==> src/rtl/ddr3_burst_arbiter_if.sv <==
// Bundles the requester-side and DDR3 application-port signals of ddr3_burst_arbiter.
// The master modport is the arbiter; the slave modport is the requesters plus the DDR3 IP.
interface ddr3_burst_arbiter_if #(
    parameter int ADDR_WIDTH     = 27,
    parameter int APP_DATA_WIDTH = 128
);
    logic                      init_done;

    logic                      wr_req;
    logic [ADDR_WIDTH-1:0]     wr_addr;
    logic                      wr_ack;
    logic                      wr_data_req;
    logic [APP_DATA_WIDTH-1:0] wr_data;
    logic                      wr_done;

    logic                      rd_req;
    logic [ADDR_WIDTH-1:0]     rd_addr;
    logic                      rd_ack;
    logic [APP_DATA_WIDTH-1:0] rd_data;
    logic                      rd_data_valid;
    logic                      rd_done;

    logic                      busy;
    logic                      proto_err;

    logic [2:0]                cmd;
    logic                      cmd_en;
    logic                      cmd_rdy;
    logic [ADDR_WIDTH-1:0]     addr;
    logic [APP_DATA_WIDTH-1:0] ddr3_wr_data;
    logic                      ddr3_wren;
    logic                      ddr3_wr_end;
    logic                      ddr3_wr_rdy;
    logic [APP_DATA_WIDTH-1:0] ddr3_rd_data;
    logic                      ddr3_rd_valid;

    modport master (
        input  init_done, wr_req, wr_addr, wr_data, rd_req, rd_addr,
               cmd_rdy, ddr3_wr_rdy, ddr3_rd_data, ddr3_rd_valid,
        output wr_ack, wr_data_req, wr_done, rd_ack, rd_data, rd_data_valid,
               rd_done, busy, proto_err, cmd, cmd_en, addr,
               ddr3_wr_data, ddr3_wren, ddr3_wr_end
    );

    modport slave (
        output init_done, wr_req, wr_addr, wr_data, rd_req, rd_addr,
               cmd_rdy, ddr3_wr_rdy, ddr3_rd_data, ddr3_rd_valid,
        input  wr_ack, wr_data_req, wr_done, rd_ack, rd_data, rd_data_valid,
               rd_done, busy, proto_err, cmd, cmd_en, addr,
               ddr3_wr_data, ddr3_wren, ddr3_wr_end
    );
endinterface

==> src/rtl/ddr3_burst_arbiter.sv <==
// Shares the DDR3 application port between the frame-buffer write path and the display read path.
// Define DDR3_ARB_FAIR_EN for round-robin arbitration; otherwise read has fixed priority.
module ddr3_burst_arbiter #(
    parameter int ADDR_WIDTH     = 27,
    parameter int APP_DATA_WIDTH = 128,
    parameter int BURST_BEATS    = 8
) (
    input  logic                 ref_clk,
    input  logic                 rst,
    ddr3_burst_arbiter_if.master bus
);

    localparam int              CNT_W     = (BURST_BEATS > 1) ? $clog2(BURST_BEATS) : 1;
    localparam logic [CNT_W-1:0] LAST_BEAT = CNT_W'(BURST_BEATS - 1);

    typedef enum logic [2:0] {
        IDLE,
        WR_CMD,
        WR_DATA,
        RD_CMD,
        RD_WAIT
    } state_t;

    state_t                    state;
    state_t                    state_next;
    logic [CNT_W-1:0]          beat_cnt;
    logic [ADDR_WIDTH-1:0]     addr_q;
    logic [2:0]                cmd_q;
    logic [APP_DATA_WIDTH-1:0] rd_data_q;
    logic                      rd_data_valid_q;
    logic                      rd_done_q;
    logic                      proto_err_q;
    logic                      grant_wr;
    logic                      grant_rd;

`ifdef DDR3_ARB_FAIR_EN
    logic last_grant_rd;

    always_ff @(posedge ref_clk) begin
        if (rst) begin
            last_grant_rd <= 1'b0;
        end else if (grant_wr || grant_rd) begin
            last_grant_rd <= grant_rd;
        end
    end

    always_comb begin
        grant_wr = 1'b0;
        grant_rd = 1'b0;
        if (state == IDLE && bus.init_done) begin
            if (bus.wr_req && bus.rd_req) begin
                grant_rd = !last_grant_rd;
                grant_wr = last_grant_rd;
            end else if (bus.rd_req) begin
                grant_rd = 1'b1;
            end else if (bus.wr_req) begin
                grant_wr = 1'b1;
            end
        end
    end
`else
    // The display read path has a hard deadline, so it always wins a tie.
    always_comb begin
        grant_wr = 1'b0;
        grant_rd = 1'b0;
        if (state == IDLE && bus.init_done) begin
            if (bus.rd_req) begin
                grant_rd = 1'b1;
            end else if (bus.wr_req) begin
                grant_wr = 1'b1;
            end
        end
    end
`endif

    always_comb begin
        state_next       = state;
        bus.cmd_en       = 1'b0;
        bus.wr_ack       = 1'b0;
        bus.rd_ack       = 1'b0;
        bus.wr_data_req  = 1'b0;
        bus.ddr3_wren    = 1'b0;
        bus.ddr3_wr_end  = 1'b0;
        bus.ddr3_wr_data = '0;
        bus.wr_done      = 1'b0;
        case (state)
            IDLE: begin
                if (grant_wr) begin
                    state_next = WR_CMD;
                end else if (grant_rd) begin
                    state_next = RD_CMD;
                end
            end
            WR_CMD: begin
                bus.cmd_en = 1'b1;
                if (bus.cmd_rdy) begin
                    bus.wr_ack = 1'b1;
                    state_next = WR_DATA;
                end
            end
            WR_DATA: begin
                // Show-ahead FIFO: the head word goes straight to the IP while it is ready.
                bus.ddr3_wren    = bus.ddr3_wr_rdy;
                bus.wr_data_req  = bus.ddr3_wr_rdy;
                bus.ddr3_wr_data = bus.wr_data;
                if (bus.ddr3_wr_rdy && beat_cnt == LAST_BEAT) begin
                    bus.ddr3_wr_end = 1'b1;
                    bus.wr_done     = 1'b1;
                    state_next      = IDLE;
                end
            end
            RD_CMD: begin
                bus.cmd_en = 1'b1;
                if (bus.cmd_rdy) begin
                    bus.rd_ack = 1'b1;
                    state_next = RD_WAIT;
                end
            end
            RD_WAIT: begin
                if (bus.ddr3_rd_valid && beat_cnt == LAST_BEAT) begin
                    state_next = IDLE;
                end
            end
            default: begin
                state_next = IDLE;
            end
        endcase
    end

    always_ff @(posedge ref_clk) begin
        if (rst) begin
            state           <= IDLE;
            beat_cnt        <= '0;
            addr_q          <= '0;
            cmd_q           <= 3'b000;
            rd_data_q       <= '0;
            rd_data_valid_q <= 1'b0;
            rd_done_q       <= 1'b0;
            proto_err_q     <= 1'b0;
        end else begin
            state           <= state_next;
            rd_data_valid_q <= 1'b0;
            rd_done_q       <= 1'b0;

            if (grant_wr) begin
                addr_q <= bus.wr_addr;
                cmd_q  <= 3'b000;
            end else if (grant_rd) begin
                addr_q <= bus.rd_addr;
                cmd_q  <= 3'b001;
            end

            if (state == WR_CMD || state == RD_CMD) begin
                beat_cnt <= '0;
            end else if ((state == WR_DATA && bus.ddr3_wr_rdy) ||
                         (state == RD_WAIT && bus.ddr3_rd_valid)) begin
                beat_cnt <= beat_cnt + CNT_W'(1);
            end

            // A read beat outside a granted read has nowhere to go; drop it and flag it.
            if (bus.ddr3_rd_valid) begin
                if (state == RD_WAIT) begin
                    rd_data_q       <= bus.ddr3_rd_data;
                    rd_data_valid_q <= 1'b1;
                    rd_done_q       <= (beat_cnt == LAST_BEAT);
                end else begin
                    proto_err_q <= 1'b1;
                end
            end
        end
    end

    assign bus.addr          = addr_q;
    assign bus.cmd           = cmd_q;
    assign bus.rd_data       = rd_data_q;
    assign bus.rd_data_valid = rd_data_valid_q;
    assign bus.rd_done       = rd_done_q;
    assign bus.proto_err     = proto_err_q;
    assign bus.busy          = (state != IDLE);

endmodule

==> src/flat_wrapper.sv <==
// flat-port wrapper written by rule: the top's interface ports become plain ports
module ddr3_burst_arbiter_flat 
#(
    parameter int ADDR_WIDTH     = 27,
    parameter int APP_DATA_WIDTH = 128,
    parameter int BURST_BEATS    = 8
)
  (ref_clk, rst, bus_init_done, bus_wr_req, bus_wr_addr, bus_wr_data, bus_rd_req, bus_rd_addr, bus_cmd_rdy, bus_ddr3_wr_rdy, bus_ddr3_rd_data, bus_ddr3_rd_valid, bus_wr_ack, bus_wr_data_req, bus_wr_done, bus_rd_ack, bus_rd_data, bus_rd_data_valid, bus_rd_done, bus_busy, bus_proto_err, bus_cmd, bus_cmd_en, bus_addr, bus_ddr3_wr_data, bus_ddr3_wren, bus_ddr3_wr_end);
  ddr3_burst_arbiter_if #(.ADDR_WIDTH(ADDR_WIDTH), .APP_DATA_WIDTH(APP_DATA_WIDTH)) bus_i ();
  input  logic ref_clk;
  input  logic rst;
  input wire logic [$bits(bus_i.init_done)-1:0] bus_init_done;
  input wire logic [$bits(bus_i.wr_req)-1:0] bus_wr_req;
  input wire logic [$bits(bus_i.wr_addr)-1:0] bus_wr_addr;
  input wire logic [$bits(bus_i.wr_data)-1:0] bus_wr_data;
  input wire logic [$bits(bus_i.rd_req)-1:0] bus_rd_req;
  input wire logic [$bits(bus_i.rd_addr)-1:0] bus_rd_addr;
  input wire logic [$bits(bus_i.cmd_rdy)-1:0] bus_cmd_rdy;
  input wire logic [$bits(bus_i.ddr3_wr_rdy)-1:0] bus_ddr3_wr_rdy;
  input wire logic [$bits(bus_i.ddr3_rd_data)-1:0] bus_ddr3_rd_data;
  input wire logic [$bits(bus_i.ddr3_rd_valid)-1:0] bus_ddr3_rd_valid;
  output wire logic [$bits(bus_i.wr_ack)-1:0] bus_wr_ack;
  output wire logic [$bits(bus_i.wr_data_req)-1:0] bus_wr_data_req;
  output wire logic [$bits(bus_i.wr_done)-1:0] bus_wr_done;
  output wire logic [$bits(bus_i.rd_ack)-1:0] bus_rd_ack;
  output wire logic [$bits(bus_i.rd_data)-1:0] bus_rd_data;
  output wire logic [$bits(bus_i.rd_data_valid)-1:0] bus_rd_data_valid;
  output wire logic [$bits(bus_i.rd_done)-1:0] bus_rd_done;
  output wire logic [$bits(bus_i.busy)-1:0] bus_busy;
  output wire logic [$bits(bus_i.proto_err)-1:0] bus_proto_err;
  output wire logic [$bits(bus_i.cmd)-1:0] bus_cmd;
  output wire logic [$bits(bus_i.cmd_en)-1:0] bus_cmd_en;
  output wire logic [$bits(bus_i.addr)-1:0] bus_addr;
  output wire logic [$bits(bus_i.ddr3_wr_data)-1:0] bus_ddr3_wr_data;
  output wire logic [$bits(bus_i.ddr3_wren)-1:0] bus_ddr3_wren;
  output wire logic [$bits(bus_i.ddr3_wr_end)-1:0] bus_ddr3_wr_end;
  assign bus_i.init_done = bus_init_done;
  assign bus_i.wr_req = bus_wr_req;
  assign bus_i.wr_addr = bus_wr_addr;
  assign bus_i.wr_data = bus_wr_data;
  assign bus_i.rd_req = bus_rd_req;
  assign bus_i.rd_addr = bus_rd_addr;
  assign bus_i.cmd_rdy = bus_cmd_rdy;
  assign bus_i.ddr3_wr_rdy = bus_ddr3_wr_rdy;
  assign bus_i.ddr3_rd_data = bus_ddr3_rd_data;
  assign bus_i.ddr3_rd_valid = bus_ddr3_rd_valid;
  assign bus_wr_ack = bus_i.wr_ack;
  assign bus_wr_data_req = bus_i.wr_data_req;
  assign bus_wr_done = bus_i.wr_done;
  assign bus_rd_ack = bus_i.rd_ack;
  assign bus_rd_data = bus_i.rd_data;
  assign bus_rd_data_valid = bus_i.rd_data_valid;
  assign bus_rd_done = bus_i.rd_done;
  assign bus_busy = bus_i.busy;
  assign bus_proto_err = bus_i.proto_err;
  assign bus_cmd = bus_i.cmd;
  assign bus_cmd_en = bus_i.cmd_en;
  assign bus_addr = bus_i.addr;
  assign bus_ddr3_wr_data = bus_i.ddr3_wr_data;
  assign bus_ddr3_wren = bus_i.ddr3_wren;
  assign bus_ddr3_wr_end = bus_i.ddr3_wr_end;
  ddr3_burst_arbiter #(.ADDR_WIDTH(ADDR_WIDTH), .APP_DATA_WIDTH(APP_DATA_WIDTH), .BURST_BEATS(BURST_BEATS)) u_core (.ref_clk(ref_clk), .rst(rst), .bus(bus_i));
endmodule
==> config.mk <==
export PLATFORM = sky130hd
export DESIGN_NAME = ddr3_burst_arbiter_flat
export DESIGN_NICKNAME = d
export VERILOG_FILES = /design/src/rtl/ddr3_burst_arbiter_if.sv /design/src/rtl/ddr3_burst_arbiter.sv /design/src/flat_wrapper.sv
export SDC_FILE = /design/constraint.sdc
export NUM_CORES = 1
export LEC_CHECK = 0
export CORE_AREA = 2 2 241 243
export DETAILED_ROUTE_END_ITERATION = 16
export DIE_AREA = 0 0 243 245
export GPL_TIMING_DRIVEN = 0
export PLACE_DENSITY = 0.37
export SLEW_MARGIN = 20
export SYNTH_ARGS = -nofsm -noshare
export SYNTH_HDL_FRONTEND = slang
export SYNTH_SLANG_ARGS = --single-unit
==> constraint.sdc <==
create_clock -name ref_clk -period 2.01 [get_ports ref_clk]
set_input_delay 0.402 -clock ref_clk [delete_from_list [all_inputs] [get_ports ref_clk]]
set_output_delay 0.402 -clock ref_clk [all_outputs]
set_load 0.1 [all_outputs]
==> results of run 1 <==
-- path summary, 6_finish.rpt --
kind                                          endpoint  slack [ns]  cells past startpoint
worst max-delay path              bus_ddr3_wr_data[95]       -0.28                      6
worst min-delay path            u_core.bus.rd_data[58]        0.45                      2
worst max register to register     u_core.bus.addr[19]        0.02                      9
worst min register to register  u_core.bus.rd_data[58]        0.45                      2
-- cells by family (layout without fill, tap and decap cells) --
| group | count (synthesis) | count (layout) | share of synthesized area |
|---|---|---|---|
| XOR/XNOR | 1 | 1 | 0.00125 |
| multiplexers | 2 | 2 | 0.00286 |
| adder cells (fa/ha/maj) | 2 | 2 | 0.00357 |
| other | 1 | 5 | 0.000536 |
| buffers and inverters | 83 | 742 | 0.0547 |
| flip-flops | 165 | 165 | 0.472 |
| AO/OA/AOI/OAI | 194 | 194 | 0.153 |
| AND/OR/NAND/NOR | 483 | 483 | 0.312 |
-- sequential cells by signal, summed over array words and instances, names as in the netlist --
name                      flops
u_core.bus.rd_data_valid      1
u_core.bus.rd_data          128
u_core.bus.proto_err          1
u_core.bus.addr              27
u_core.beat_cnt               3
u_core.bus.rd_done            1
u_core.state                  3
u_core.bus.cmd                1
-- placed cells by master, fill, tap and decap left out, drive strengths merged, types with 4 or more instances in the layout --
master         count
clkinv             5
a21oi            132
o22ai              8
o21ai             21
dfxtp            165
nor2              57
buf              177
clkdlybuf4s50    316
a211oi            28
nand3              4
and2             129
clkbuf            76
nand2            282
inv                4
clkdlybuf4s15    159
-- report_power, final --
part	switching, mW	internal (mW)
logic	8.39	4.93
clock network	1.47	2.03
registers	0.107	3.45
-- per-layer routing --
layer  vias to the layer above  GRT usage
met2                       306      0.307
met3                        42     0.0582
li1                       4303          -
met1                      4006      0.215
met5                         -          0
met4                        10     0.0363
-- cell usage after synthesis --
| master | count | share of area |
|---|---|---|
| clkbuf_1 | 47 | 0.025 |
| a31oi_1 | 1 | 0.00089 |
| dfxtp_1 | 165 | 0.47 |
| buf_2 | 21 | 0.015 |
| a211oi_1 | 28 | 0.030 |
| inv_1 | 3 | 0.0016 |
| o22ai_1 | 8 | 0.0072 |
| buf_6 | 2 | 0.0032 |
| conb_1 | 1 | 0.00054 |
| o211a_1 | 2 | 0.0029 |
| a311o_1 | 1 | 0.0014 |
| and2b_1 | 1 | 0.0011 |
| mux2i_1 | 2 | 0.0029 |
| clkinv_1 | 1 | 0.00054 |
| nor3_1 | 1 | 0.00071 |
| nor2b_1 | 1 | 0.00089 |
| ha_1 | 2 | 0.0036 |
| buf_1 | 1 | 0.00054 |
| and2_1 | 129 | 0.12 |
| nor4b_2 | 1 | 0.0021 |
| nand3_1 | 4 | 0.0029 |
| nand2_1 | 282 | 0.15 |
| buf_4 | 8 | 0.0086 |
| a21oi_1 | 132 | 0.094 |
| nor2_1 | 57 | 0.031 |
| or3_1 | 1 | 0.00089 |
| nor3b_2 | 1 | 0.0018 |
| and3_1 | 3 | 0.0027 |
| a22oi_1 | 1 | 0.0011 |
| o21ai_0 | 21 | 0.015 |
| nand3b_1 | 2 | 0.0021 |
| xnor2_1 | 1 | 0.0013 |
-- worst register-to-register path: stages (launching register included) --
cell      delay, ns
dfxtp_4        0.36
buf_6          0.12
buf_6          0.12
buf_4          0.14
nor4b_2        0.33
and2b_1        0.17
buf_4          0.20
buf_6          0.18
nor2_1         0.05
a211oi_1       0.22
-- what timing repair did --
| item | 4_1_cts | 5_1_grt |
|---|---|---|
| cloned | 5 | 4 |
| endpoints found under the setup margin | 385 | 258 |
| pin swaps | 34 | 9 |
| setup buffers | 6 | 3 |
| gates resized for setup | 1760 | 53 |
-- metrics by stage --
step            util  instance area, µm²
2_1_floorplan      -                7310
3_3_place_gp   0.252               14400
3_5_place_dp   0.252               14300
4_1_cts        0.298               17000
5_1_grt        0.300               17100
6_report       0.300               17100
-- final cells by class --
class,instances,area [µm²]
Fill cell,6229,39900
Timing Repair Buffer,629,7880
Multi-Input combinational cell,684,3670
Sequential cell,165,3310
Tap cell,765,957
Buffer,77,677
Clock buffer,22,464
Clock inverter,10,146
Inverter,4,21.3
Antenna cell,3,7.51
==> results.ini, run 1 <==
[min_path]
hold_class = register to register
min-delay-start = u_core.bus.rd_data[58]

[critical_path]
end_kind = output pin
cp.buffers_inverters = 4
critPathKind = register to output pin
crit_top_cell = buf_12
required_ns = 1.61
cp-startpoint = u_core.state[2]
crit_fanout = 9
cpLargestDelayFamily = buffers and inverters
critPathLaunchType = register
critical_path_arrival_ns = 1.88
worst_path_largest_cell_delay_ns = 0.37
path_cells = nor3b_4 -> buf_6 -> buf_12 -> clkbuf_16 -> and2_4 -> buf_12
r2r-start = u_core.state[0]
slowest_stage = dfxtp_4

[placement]
place_inst = 2308
gp_congestion = 0.920
dp_hpwl_mm = 45.0
dp_slack_ns = -1.77
io_buffers = 611

[sta]
max_clock_freq_ghz = 0.437
skew_ns = 0.0118
fin_crit_ns = 2.29
rsz0062_at_grt = yes
totalNegativeSetupSlack_ns = -27.26
drv_slew = 0
setup_ws_ns = -0.277
worstMarginPinSlew_ns = 0.798
period_share = 1.14
final-hold-violation-count = 0
final-setup-viol-count = 133
timing.hold.ws_ns = 0.454
worst_slew_margin_rel = 0.468

[floorplanning]
start_util = 0.123
core_area_um2 = 57000
die_h_um = 245
pin_count = 615
die-area_um2 = 59500
rows = 88
die_x_um = 243

[detailed_routing]
wl_mm = 53.9
antenna_left = 0
wl_met3_mm = 3.89
drt-met1-wl_mm = 22.9
drt_iter0_drc = 253
detail_route.wl_per_cell_um = 22.8
wl_met2_mm = 26.5
drc = 0
routed_via_density = 3.67
drt_first_pass_iters = 4
topRoutingLayerUsed = met5
vias = 8667

[synth]
synth_cell_types = 32
syn_avg_cell_area_um2 = 7.52
yosysSeqAreaShare = 0.472
syn_area_um2 = 7000
yosys_warnings = 0
syn_inst = 931
ys_ff_latch = 165

[global_routing]
grt_pass1_wl_mm = 73.5
grt_pass1_vias = 8839
grt_start_max_net_pins = 17
antenna_found_initial = 7
grt_use_total = 0.178
grt_overflow = 0

[cts]
cts.htree.levels = 4
ctsHoldBuffers = 0
cts_root_buffer = clkbuf_16
cts_tree = built
clock_sinks = 165
clkTransAtPathRegs_ns = 0.07
numCtsBuffers = 17
clockBufferDepth = 2
clk_latency_ns = 0.47

[pwr]
leakagePower_nw = 6.20
powerDensity_nw_per_um2 = 1190
vdd_drop_max_uv = 627
p_total_mw = 20.4

[status]
violations = negative setup slack
status = finished, violations left

[layout]
area_delta_synth_final_pct = 145
instances_no_fill = 2359
nNetsFinal = 1898
drive_above_1_share = 0.337

[flow_run]
maxCapViolations = 0

Note: power is estimated with default switching activity, not from simulation.
==> run 2: changes to the inputs <==
Settings changed: CTS_CLUSTER_SIZE from default to 8, SKIP_CTS_REPAIR_TIMING from default to 1.
==> results.ini, run 2 (synthesized netlist as in run 1, its figures left out) <==
[status]
status = finished, violations left
violations = negative setup slack

[global_routing]
antenna_found_initial = 7  ; unchanged
grt_pass1_vias = 8590  ; -2.8%
grt_use_total = 0.174  ; -0.00411
use_met2 = 0.297  ; -0.0100
grt_pass1_wl_mm = 71.6  ; -2.5%
grt_start_max_net_pins = 17  ; unchanged
grt_util_met1 = 0.211  ; -0.00346
busiest_layer = met2
grt_overflow = 0  ; unchanged
met3_usage = 0.0576  ; -0.000547

[cts]
numCtsBuffers = 17  ; unchanged
clockBufferDepth = 2  ; unchanged
cts_tree = built
clock_sinks = 165  ; unchanged
clk_latency_ns = 0.47  ; about the same
clkTransAtPathRegs_ns = 0.06  ; about the same
cts_root_buffer = clkbuf_16
cts.htree.levels = 4  ; unchanged

[critical_path]
critical_path_arrival_ns = 1.95  ; +0.07 ns
worst_path_largest_cell_delay_ns = 0.33  ; -0.04 ns
critPathKind = register to output pin
r2r-start = u_core.state[1]
rr_worst_depth = 8  ; -1
path_cells = buf_6 -> nor3b_4 -> buf_6 -> buf_12 -> buf_8 -> and2_4 -> buf_12
worstReg2RegEnd = u_core.bus.rd_data[76]
cp.buffers_inverters = 5  ; +1
slowest_stage = dfxtp_2
required_ns = 1.61  ; about the same
cp-startpoint = u_core.state[1]
end_kind = output pin
ff2ff_setup_slack_ns = 0.22  ; +0.20 ns
critPathLaunchType = register
crit_fanout = 10  ; +1
cpLargestDelayFamily = buffers and inverters

[detailed_routing]
drt_first_pass_iters = 4  ; unchanged
drc = 0  ; unchanged
antenna_left = 0  ; unchanged
routed_via_density = 3.73  ; +1.5%
drt_iter0_drc = 257  ; +1.6%
wl_mm = 53.6  ; -0.53%
vias = 8813  ; +1.7%
detail_route.wl_per_cell_um = 22.7  ; -0.69%

[layout]
drive_above_1_share = 0.324  ; -0.0130
postLayoutCellArea_um2 = 16200  ; -5.3%
regArea_um2 = 3310  ; unchanged
area_delta_synth_final_pct = 132
layout_commonest_cell = clkdlybuf4s50_1
multiInputGateArea_um2 = 3660  ; -0.37%
nNetsFinal = 1900  ; +0.11%
instances_no_fill = 2363  ; +0.17%
fill_cells = 6322  ; +1.5%
most-common-layout-cells = clkdlybuf4s50_1 (316), nand2_1 (281), dfxtp_1 (162)
largest_reg_flops = 128  ; unchanged

[min_path]
hold_depth = 3  ; +1
hold_end = u_core.state[0]
min-delay-start = rst
hold_class = input port to register

[floorplanning]
pin_count = 615  ; unchanged
die-area_um2 = 59500  ; unchanged
die_x_um = 243  ; unchanged
start_util = 0.123  ; unchanged
core_area_um2 = 57000  ; unchanged
rows = 88  ; unchanged
die_h_um = 245  ; unchanged

[sta]
max_clock_freq_ghz = 0.426  ; -2.6%
setup_ws_ns = -0.338  ; -0.0619 ns
fin_crit_ns = 2.35  ; +0.0619 ns
final-setup-viol-count = 134  ; +0.75%
drv_slew = 0  ; unchanged
period_share = 1.17  ; +0.0308
final-hold-violation-count = 0  ; unchanged
worst_slew_margin_rel = 0.343  ; -0.125
rsz0062_at_grt = yes
worstMarginPinSlew_ns = 0.984  ; +0.187 ns
skew_ns = 0.0110  ; -0.000713 ns

[placement]
place_area_um2 = 14300  ; unchanged
place_inst = 2308  ; unchanged
dp_hpwl_mm = 45.0  ; unchanged
io_buffers = 611  ; unchanged
gp_congestion = 0.920  ; unchanged
dp_slack_ns = -1.77  ; unchanged

[pwr]
vdd_drop_max_uv = 630  ; +0.41%
leakagePower_nw = 6.68  ; +7.7%
powerDensity_nw_per_um2 = 1250  ; +4.7%
p_total_mw = 20.2  ; -0.88%

[flow_run]
maxCapViolations = 0  ; unchanged

run 2: through the flow:
stage | util | TNS (ns) | hold slack (ns)
5_1_grt | 0.284 | -49.98 | 0.451
3_5_place_dp | 0.252 | -226.40 | 0.446
4_1_cts | 0.262 | -328.23 | 0.422
2_1_floorplan | - | -2.91 | 0.465
6_report | 0.284 | -35.72 | 0.450
3_3_place_gp | 0.252 | -231.32 | 0.441
run 2: routing by layer:
layer / routed length (µm) / part of all wire / vias to the layer above
met5: 71 / 0.0013 / -
met4: 1060 / 0.020 / 10
met3: 4230 / 0.079 / 59
met2: 25700 / 0.48 / 358
met1: 22500 / 0.42 / 4077
li1: - / - / 4309
run 2: where the power goes:
group	total, mW	internal (mW)	switching [mW]	leakage (nW)
clock	3.50	2.03	1.47	0.295
sequential	3.56	3.45	0.108	1.34
combinational	13.1	4.76	8.37	5.04
run 2: final cells by class:
cell class,count,area share
timing repair buffer,630,0.437
multi-input combinational,684,0.225
sequential,165,0.204
tap,765,0.0590
buffer,78,0.0348
clock buffer,22,0.0286
clock inverter,10,0.00902
inverter,4,0.00116
antenna,5,0.000771
run 2: worst max-delay path by stage:
stage	to	slack, ns	depth (start not counted)
floorplan	bus_ddr3_wr_data[115]	-0.13	5
finish	bus_ddr3_wr_data[63]	-0.34	7
detailed placement	bus_ddr3_wr_data[108]	-1.77	6
global placement	bus_ddr3_wr_data[40]	-1.79	6
CTS	bus_ddr3_wr_data[115]	-2.31	6
global route	bus_ddr3_wr_data[64]	-0.44	7
run 2: worst register-to-register path, cell delays in order, from the launching register on:
cell and delay, ns:
dfxtp_2 0.33, buf_6 0.11, buf_4 0.11, nor2_2 0.05, nand3_1 0.12, buf_2 0.36, buf_2 0.40, nand2_1 0.10
a21oi_1 0.14
